==> config.mk <==
export PLATFORM = sky130hd
export DESIGN_NAME = wrr_pkt_arbiter
export DESIGN_NICKNAME = d
export VERILOG_FILES = /design/src/rtl/wrr_pkt_arbiter.sv
export SDC_FILE = /design/constraint.sdc
export NUM_CORES = 1
export LEC_CHECK = 0
export ABC_AREA = 1
export CORE_UTILIZATION = 40
export CTS_CLUSTER_SIZE = 24
export DETAILED_ROUTE_END_ITERATION = 16
export PLACE_DENSITY = 0.73
export SYNTH_ARGS = -nofsm -noshare
export SYNTH_HDL_FRONTEND = slang
export SYNTH_SLANG_ARGS = --single-unit
==> constraint.sdc <==
create_clock -name iClk -period 3.25 [get_ports iClk]
set_input_delay 0.65 -clock iClk [delete_from_list [all_inputs] [get_ports iClk]]
set_output_delay 0.65 -clock iClk [all_outputs]
set_load 0.01 [all_outputs]
==> src/rtl/wrr_pkt_arbiter.sv <==
// ---------------------------------------------------------------------------
// wrr_pkt_arbiter
//   Packet-aware weighted round-robin arbiter. ARB_NUM request ports offer
//   data beats tagged with an end-of-packet flag. Once a port wins, the grant
//   stays with it until its last beat has been accepted. A port may win up to
//   weight[i] consecutive packets before the pointer moves on. Accepted beats
//   pass through one registered output stage with a valid/ready handshake.
//
// Ports
//   iClk, iRst_n  clock, asynchronous active-low reset
//   iReq/iLast    per-port beat valid / end-of-packet (iLast qualified by iReq)
//   iData         per-port beat data, packed [ARB_NUM-1:0][DW-1:0]
//   oGnt          one-hot combinational beat accept
//   oReq/oLast    registered output beat valid / end-of-packet
//   oData/oPort   registered output beat data / source port
//   iGnt          downstream ready; a beat leaves when oReq & iGnt
//   iWeightLoad   one-cycle strobe that latches iWeight into the weight regs
//   iWeight       per-port weights, unpacked [ARB_NUM][WW]
//
// Optional feature (macro WRR_GNT_CNT_EN)
//   Adds oPktCnt[ARB_NUM][16]: per-port count of granted last beats,
//   wrapping, cleared by reset and by iWeightLoad.
// ---------------------------------------------------------------------------
module wrr_pkt_arbiter #(
  parameter int ARB_NUM = 4,
  parameter int DW      = 8,
  parameter int WW      = 4
) (
  input  logic                       iClk,
  input  logic                       iRst_n,
  input  logic [ARB_NUM-1:0]         iReq,
  input  logic [ARB_NUM-1:0]         iLast,
  input  logic [ARB_NUM-1:0][DW-1:0] iData,
  output logic [ARB_NUM-1:0]         oGnt,
  output logic                       oReq,
  output logic                       oLast,
  output logic [DW-1:0]              oData,
  output logic [$clog2(ARB_NUM)-1:0] oPort,
  input  logic                       iGnt,
  input  logic                       iWeightLoad,
  input  logic [WW-1:0]              iWeight [ARB_NUM]
`ifdef WRR_GNT_CNT_EN
  ,
  output logic [15:0]                oPktCnt [ARB_NUM]
`endif
);

  localparam int PW = $clog2(ARB_NUM);

  logic [PW-1:0] ptr;
  logic [WW-1:0] credit;
  logic          locked;
  // Set by reset: the very first selection starts its scan at ptr itself so
  // that the first round after reset begins at port 0.
  logic          fresh;
  logic [WW-1:0] weight [ARB_NUM];

  logic          stageFree;
  logic          gntValid;
  logic          reload;
  logic          acceptLast;
  logic [PW-1:0] gntIdx;
  logic [PW-1:0] scanIdx;
  int            scanPos;
  logic [WW-1:0] creditBase;
  logic [WW-1:0] creditNext;

  assign stageFree = !oReq || iGnt;

  // Port selection. Normally the scan covers ptr+1 .. ptr+ARB_NUM, i.e. the
  // current owner is tried last, so a lone requester with spent credit still
  // wins again and gets its credit reloaded.
  always_comb begin
    gntValid = 1'b0;
    reload   = 1'b0;
    gntIdx   = ptr;
    scanIdx  = ptr;
    scanPos  = 0;
    if (stageFree) begin
      if (locked) begin
        gntValid = iReq[ptr];
      end else if (iReq[ptr] && credit != '0 && weight[ptr] != '0) begin
        gntValid = 1'b1;
      end else begin
        for (int k = 0; k < ARB_NUM; k++) begin
          scanPos = (int'(ptr) + k + (fresh ? 0 : 1)) % ARB_NUM;
          scanIdx = PW'(scanPos);
          if (!gntValid && iReq[scanIdx] && weight[scanIdx] != '0) begin
            gntValid = 1'b1;
            reload   = 1'b1;
            gntIdx   = scanIdx;
          end
        end
      end
    end
  end

  // Grant is suppressed while reset is held so nothing is accepted then.
  always_comb begin
    oGnt = '0;
    if (gntValid && iRst_n) oGnt[gntIdx] = 1'b1;
  end

  // Credit counts packets, so it only moves on a granted last beat.
  assign acceptLast = gntValid && iLast[gntIdx];
  assign creditBase = reload ? weight[gntIdx] : credit;
  assign creditNext = (acceptLast && creditBase != '0) ? creditBase - WW'(1) : creditBase;

  // Arbitration state and output stage
  always_ff @(posedge iClk or negedge iRst_n) begin
    if (!iRst_n) begin
      oReq   <= 1'b0;
      oLast  <= 1'b0;
      oData  <= '0;
      oPort  <= '0;
      ptr    <= '0;
      credit <= '0;
      locked <= 1'b0;
      fresh  <= 1'b1;
      for (int i = 0; i < ARB_NUM; i++) weight[i] <= WW'(1);
    end else begin
      if (iWeightLoad) begin
        for (int i = 0; i < ARB_NUM; i++) weight[i] <= iWeight[i];
      end
      if (gntValid) begin
        oReq   <= 1'b1;
        oLast  <= acceptLast;
        oData  <= iData[gntIdx];
        oPort  <= gntIdx;
        ptr    <= gntIdx;
        credit <= creditNext;
        locked <= !acceptLast;
        fresh  <= 1'b0;
      end else if (iGnt) begin
        oReq <= 1'b0;
      end
    end
  end

`ifdef WRR_GNT_CNT_EN
  // Per-port packet counters
  always_ff @(posedge iClk or negedge iRst_n) begin
    if (!iRst_n) begin
      for (int i = 0; i < ARB_NUM; i++) oPktCnt[i] <= '0;
    end else begin
      for (int i = 0; i < ARB_NUM; i++) begin
        if (iWeightLoad) begin
          oPktCnt[i] <= '0;
        end else if (acceptLast && gntIdx == PW'(i)) begin
          oPktCnt[i] <= oPktCnt[i] + 16'd1;
        end
      end
    end
  end
`endif

endmodule
==> summary.md <==
| Metric | Value |
|---|---|
| Outcome | `complete, but fails checks` |
| Failing checks | `setup timing` |
| Crit start category | `flop` |
| Crit Path Category | `flop to output port` |
| Syn Std Cell Area | `0.002410 sq mm` |
| Worst hold slack | `roughly 0.49 ns` |
| Worst-path cell chain | `ha_4, inv_6, nand4_1, nand3_2, nand2_4, nor2_4, nand2_2, nand2_2, nor2_2, nor2_2, o21ai_4, buf_6, buf_6, nor2_4, inv_4, nor2_2, buf_2` |
| Initial antenna violation count | `0` |
| P per Cell Area | `1084 mW/mm^2` |
| # port buffers | `75` |
| Routed len/inst | `~14 um` |
| Syn nets | `399` |
| Final Skew | `0.006148 ns` |
| IO Pins | `76` |
| Final GP Congestion | `~0.9` |
| Post-cts hold buffer count | `0` |
| Starting Density | `0.4271` |
| Synth top area share | `0.3011` |
| Max Buffers Root-to-Sink | `2` |
| Clk slew on worst S/H paths | `around 0.070 ns` |
| All-Layer GR Usage | `0.2522` |
| Crit path buffers/inverters | `5` |
| Synthesis warning total | `0` |
| Total number of vias | `~2,700` |
| Synth cell types | `33` |
| Nets | `roughly 530` |
| Worst-margin pin slew | `between 0.7 and 0.8 ns` |
| Synth-to-layout area growth | `63.24%` |
| # H-tree levels | `2` |
| Total Routed Length | `7652 um` |
| CTS tree | `yes` |
| Peak Freq | `around 0.29 GHz` |
| Clock sinks | `34` |
| Met2 usage | `0.4316` |
| Leading cell type by number of instances after synthesis | `nand2_1` |
| CORE AREA | `around 0.0056 sq mm` |
| Worst setup slack after layout | `-0.2433 ns` |
| Predominant post-synthesis flop cell | `dfrtp_1` |
| VDD IR max | `approximately 0.52 mV` |
| WHS Path Cells | `1` |
| GR met3 Demand/Resource | `0.04343` |
| Filler Cell Count | `450` |
| Slew Limit Fails | `0` |
| Cell mode on critical path | `nor2_2` |
| Die boundary width | `approximately 80 um` |
| Maximum net fanout on the critical path | `7` |
| Grt ovf | `0` |
| Setup TNS | `-1.077 ns` |
| Syn Inst Count | `approximately 340` |
| Area after DPL | `0.003481 sq mm` |
| Vias in the first global route | `approximately 2,700` |
| Die area | `about 0.0063 sq mm` |
| Period utilization | `1.075` |
| CP Data Arrival Time | `roughly 2.8 ns` |
| DRT antenna net count | `0` |
| HP Class | `flop to flop` |
| Num CTS Buffers | `5` |
| CP max stage delay | `approximately 0.57 ns` |
| Post-synthesis register bit count | `34` |
| Crit path required time | `2.60 ns` |
| DR pass1 iterations | `4` |
| GRT busiest layer | `met2` |
| Die height | `79.62 um` |
| Static Leak | `between 1.5 and 2 nW` |
| Critical path depth in cells | `17` |
| # rows | `27` |
| Slowest cell on crit path | `dfstp_2` |
| Worst-Skew Late Latency | `0.29 ns` |
| Reg2reg path depth | `22` |
| Met1 usage | `0.3093` |
| First-pass GRT wire length | `between 10,000 and 15,000 um` |
| # DRC | `0` |
| Max-cap violations | `0` |
| Setup violators final | `8` |
| Vias per cell | `between 5 and 6` |
| Root buffer cell | `clkbuf_8` |
| RSZ-0062 raised after global routing | `true` |
| 1st-iter DRT viols | `154` |
| Layout cell share with drive strength beyond 1 | `0.3362` |
| Worst relative slew slack | `0.5314` |
| Synth area leader | `dfrtp_1` |
| Synth area leaders | `dfrtp_1 30%, nand2_1 20%, nand3_1 6.2%` |
| Diodes inserted | `0` |
| Final Cell Area | `roughly 0.004 sq mm` |
| Crit path time final | `about 3.5 ns` |
| Sequential share of the synthesized area | `0.3557` |
| EDFF count, synth | `0` |
| DP Wirelength | `about 5600 um` |
| Crit-path leading delay family | `simple AND/OR/NAND/NOR gates` |
| Pin count of the biggest net entering global routing | `35` |
| Crit path capture type | `output port` |
| Async S/R FF share, synth | `1.000` |
| Synth cell count leaders | `128 x nand2_1, 30 x nand3_1, 29 x dfrtp_1` |
| Final hold viol count | `0` |
| Syn avg cell area | `roughly 7 sq um` |
layout make-up:
cell class,count,area (sq um),share of cell area
clock inverter,2,10.01,0.002545
inverter,34,140.1,0.03562
timing repair buffer,127,1175,0.2987
tap,72,90.09,0.02290
sequential,34,857.1,0.2179
multi-input combinational,262,1593,0.4049
clock buffer,5,68.82,0.01749
final timing paths:
check                                startpoint                    end  slack (ns)
min in group asynchronous                iRst_n   oData[5]$_DFFE_PN0P_        0.86
max in group asynchronous                iRst_n  weight[0]$_DFFE_PN1P_        2.03
min reg2reg                oData[4]$_DFFE_PN0P_   oData[4]$_DFFE_PN0P_        0.49
max                           fresh$_DFFE_PN1P_                oGnt[0]       -0.24
max reg2reg                   fresh$_DFFE_PN1P_  credit[1]$_DFFE_PN0P_       -0.08
min                        oData[4]$_DFFE_PN0P_   oData[4]$_DFFE_PN0P_        0.49
power by group:
group | total, W | switching, W | leakage (nW) | internal (W)
Clock | 0.000298 | 0.000154 | 0.0438 | 0.000144
Sequential | 0.000647 | 0.0000830 | 0.396 | 0.000564
Combinational | 0.00332 | 0.00178 | 1.43 | 0.00154
per-layer routing:
layer  share of wire  vias up  wire length (um)
met1            0.42     1299              3208
met5               0        -                 0
met2            0.51       68              3876
met3           0.039       26               296
li1                -     1345                 -
met4           0.036        0               272
sequential cells by signal, indices dropped and copies added, names as in the netlist:
signal / flops
credit: 4
fresh: 1
locked: 1
oData: 8
oLast: 1
oReq: 1
ptr: 2
weight: 16
per-stage QoR:
| stage | util | std cells | total power [W] | worst slack [ns] |
|---|---|---|---|---|
| 3_5_place_dp | 0.6170 | 511 | 0.003225 | -0.5316 |
| 4_1_cts | 0.6689 | 533 | 0.003935 | -0.2094 |
| 5_1_grt | 0.6973 | 536 | 0.004615 | -0.3811 |
| 6_report | 0.6973 | 536 | 0.004264 | -0.2433 |
| 3_3_place_gp | 0.6170 | 511 | 0.003177 | -0.4567 |
| 2_1_floorplan | - | 336 | 0.002271 | -0.02093 |
cells by family (layout without fill, tap and decap cells):
| family | after synthesis | after routing | share of synthesized area |
|---|---|---|---|
| and+or+nand+nor | 218 | 218 | 0.4169 |
| buffers and inverters | 40 | 168 | 0.06853 |
| DFF | 34 | 34 | 0.3557 |
| AOI/OAI and AO/OA | 29 | 29 | 0.08723 |
| muxes | 12 | 12 | 0.05607 |
| adders and majority gates | 3 | 3 | 0.01558 |
placed cells by master, fill, tap and decap left out, types with 2 or more instances in the layout:
| master | count |
|---|---|
| nor2_1 | 15 |
| o21ai_4 | 4 |
| nand2_4 | 7 |
| nor2_4 | 8 |
| nand3_1 | 23 |
| or2_2 | 4 |
| nand2_1 | 114 |
| o21a_1 | 4 |
| nor3_2 | 2 |
| o21ai_2 | 2 |
| nand2_2 | 18 |
| clkinv_2 | 2 |
| a22oi_1 | 6 |
| mux2_2 | 12 |
| nor2_2 | 5 |
| nand4_1 | 12 |
| clkdlybuf4s50_1 | 71 |
| dfrtp_1 | 29 |
| ha_4 | 3 |
| a21oi_1 | 2 |
| o21ai_1 | 2 |
| o21ai_0 | 6 |
| buf_6 | 9 |
| nand3_2 | 7 |
| buf_4 | 41 |
| inv_2 | 8 |
| inv_4 | 3 |
| buf_2 | 4 |
| dfstp_2 | 5 |
| inv_1 | 22 |
| clkbuf_8 | 5 |
timing repair:
action | 4_1_cts | 5_1_grt
setup buffers | 15 | 6
pin swaps | 20 | 25
endpoints found under the setup margin | 8 | 11
cloned | 0 | 0
gates resized for setup | 49 | 35
No activity file was read; power rests on OpenSTA's default activity.
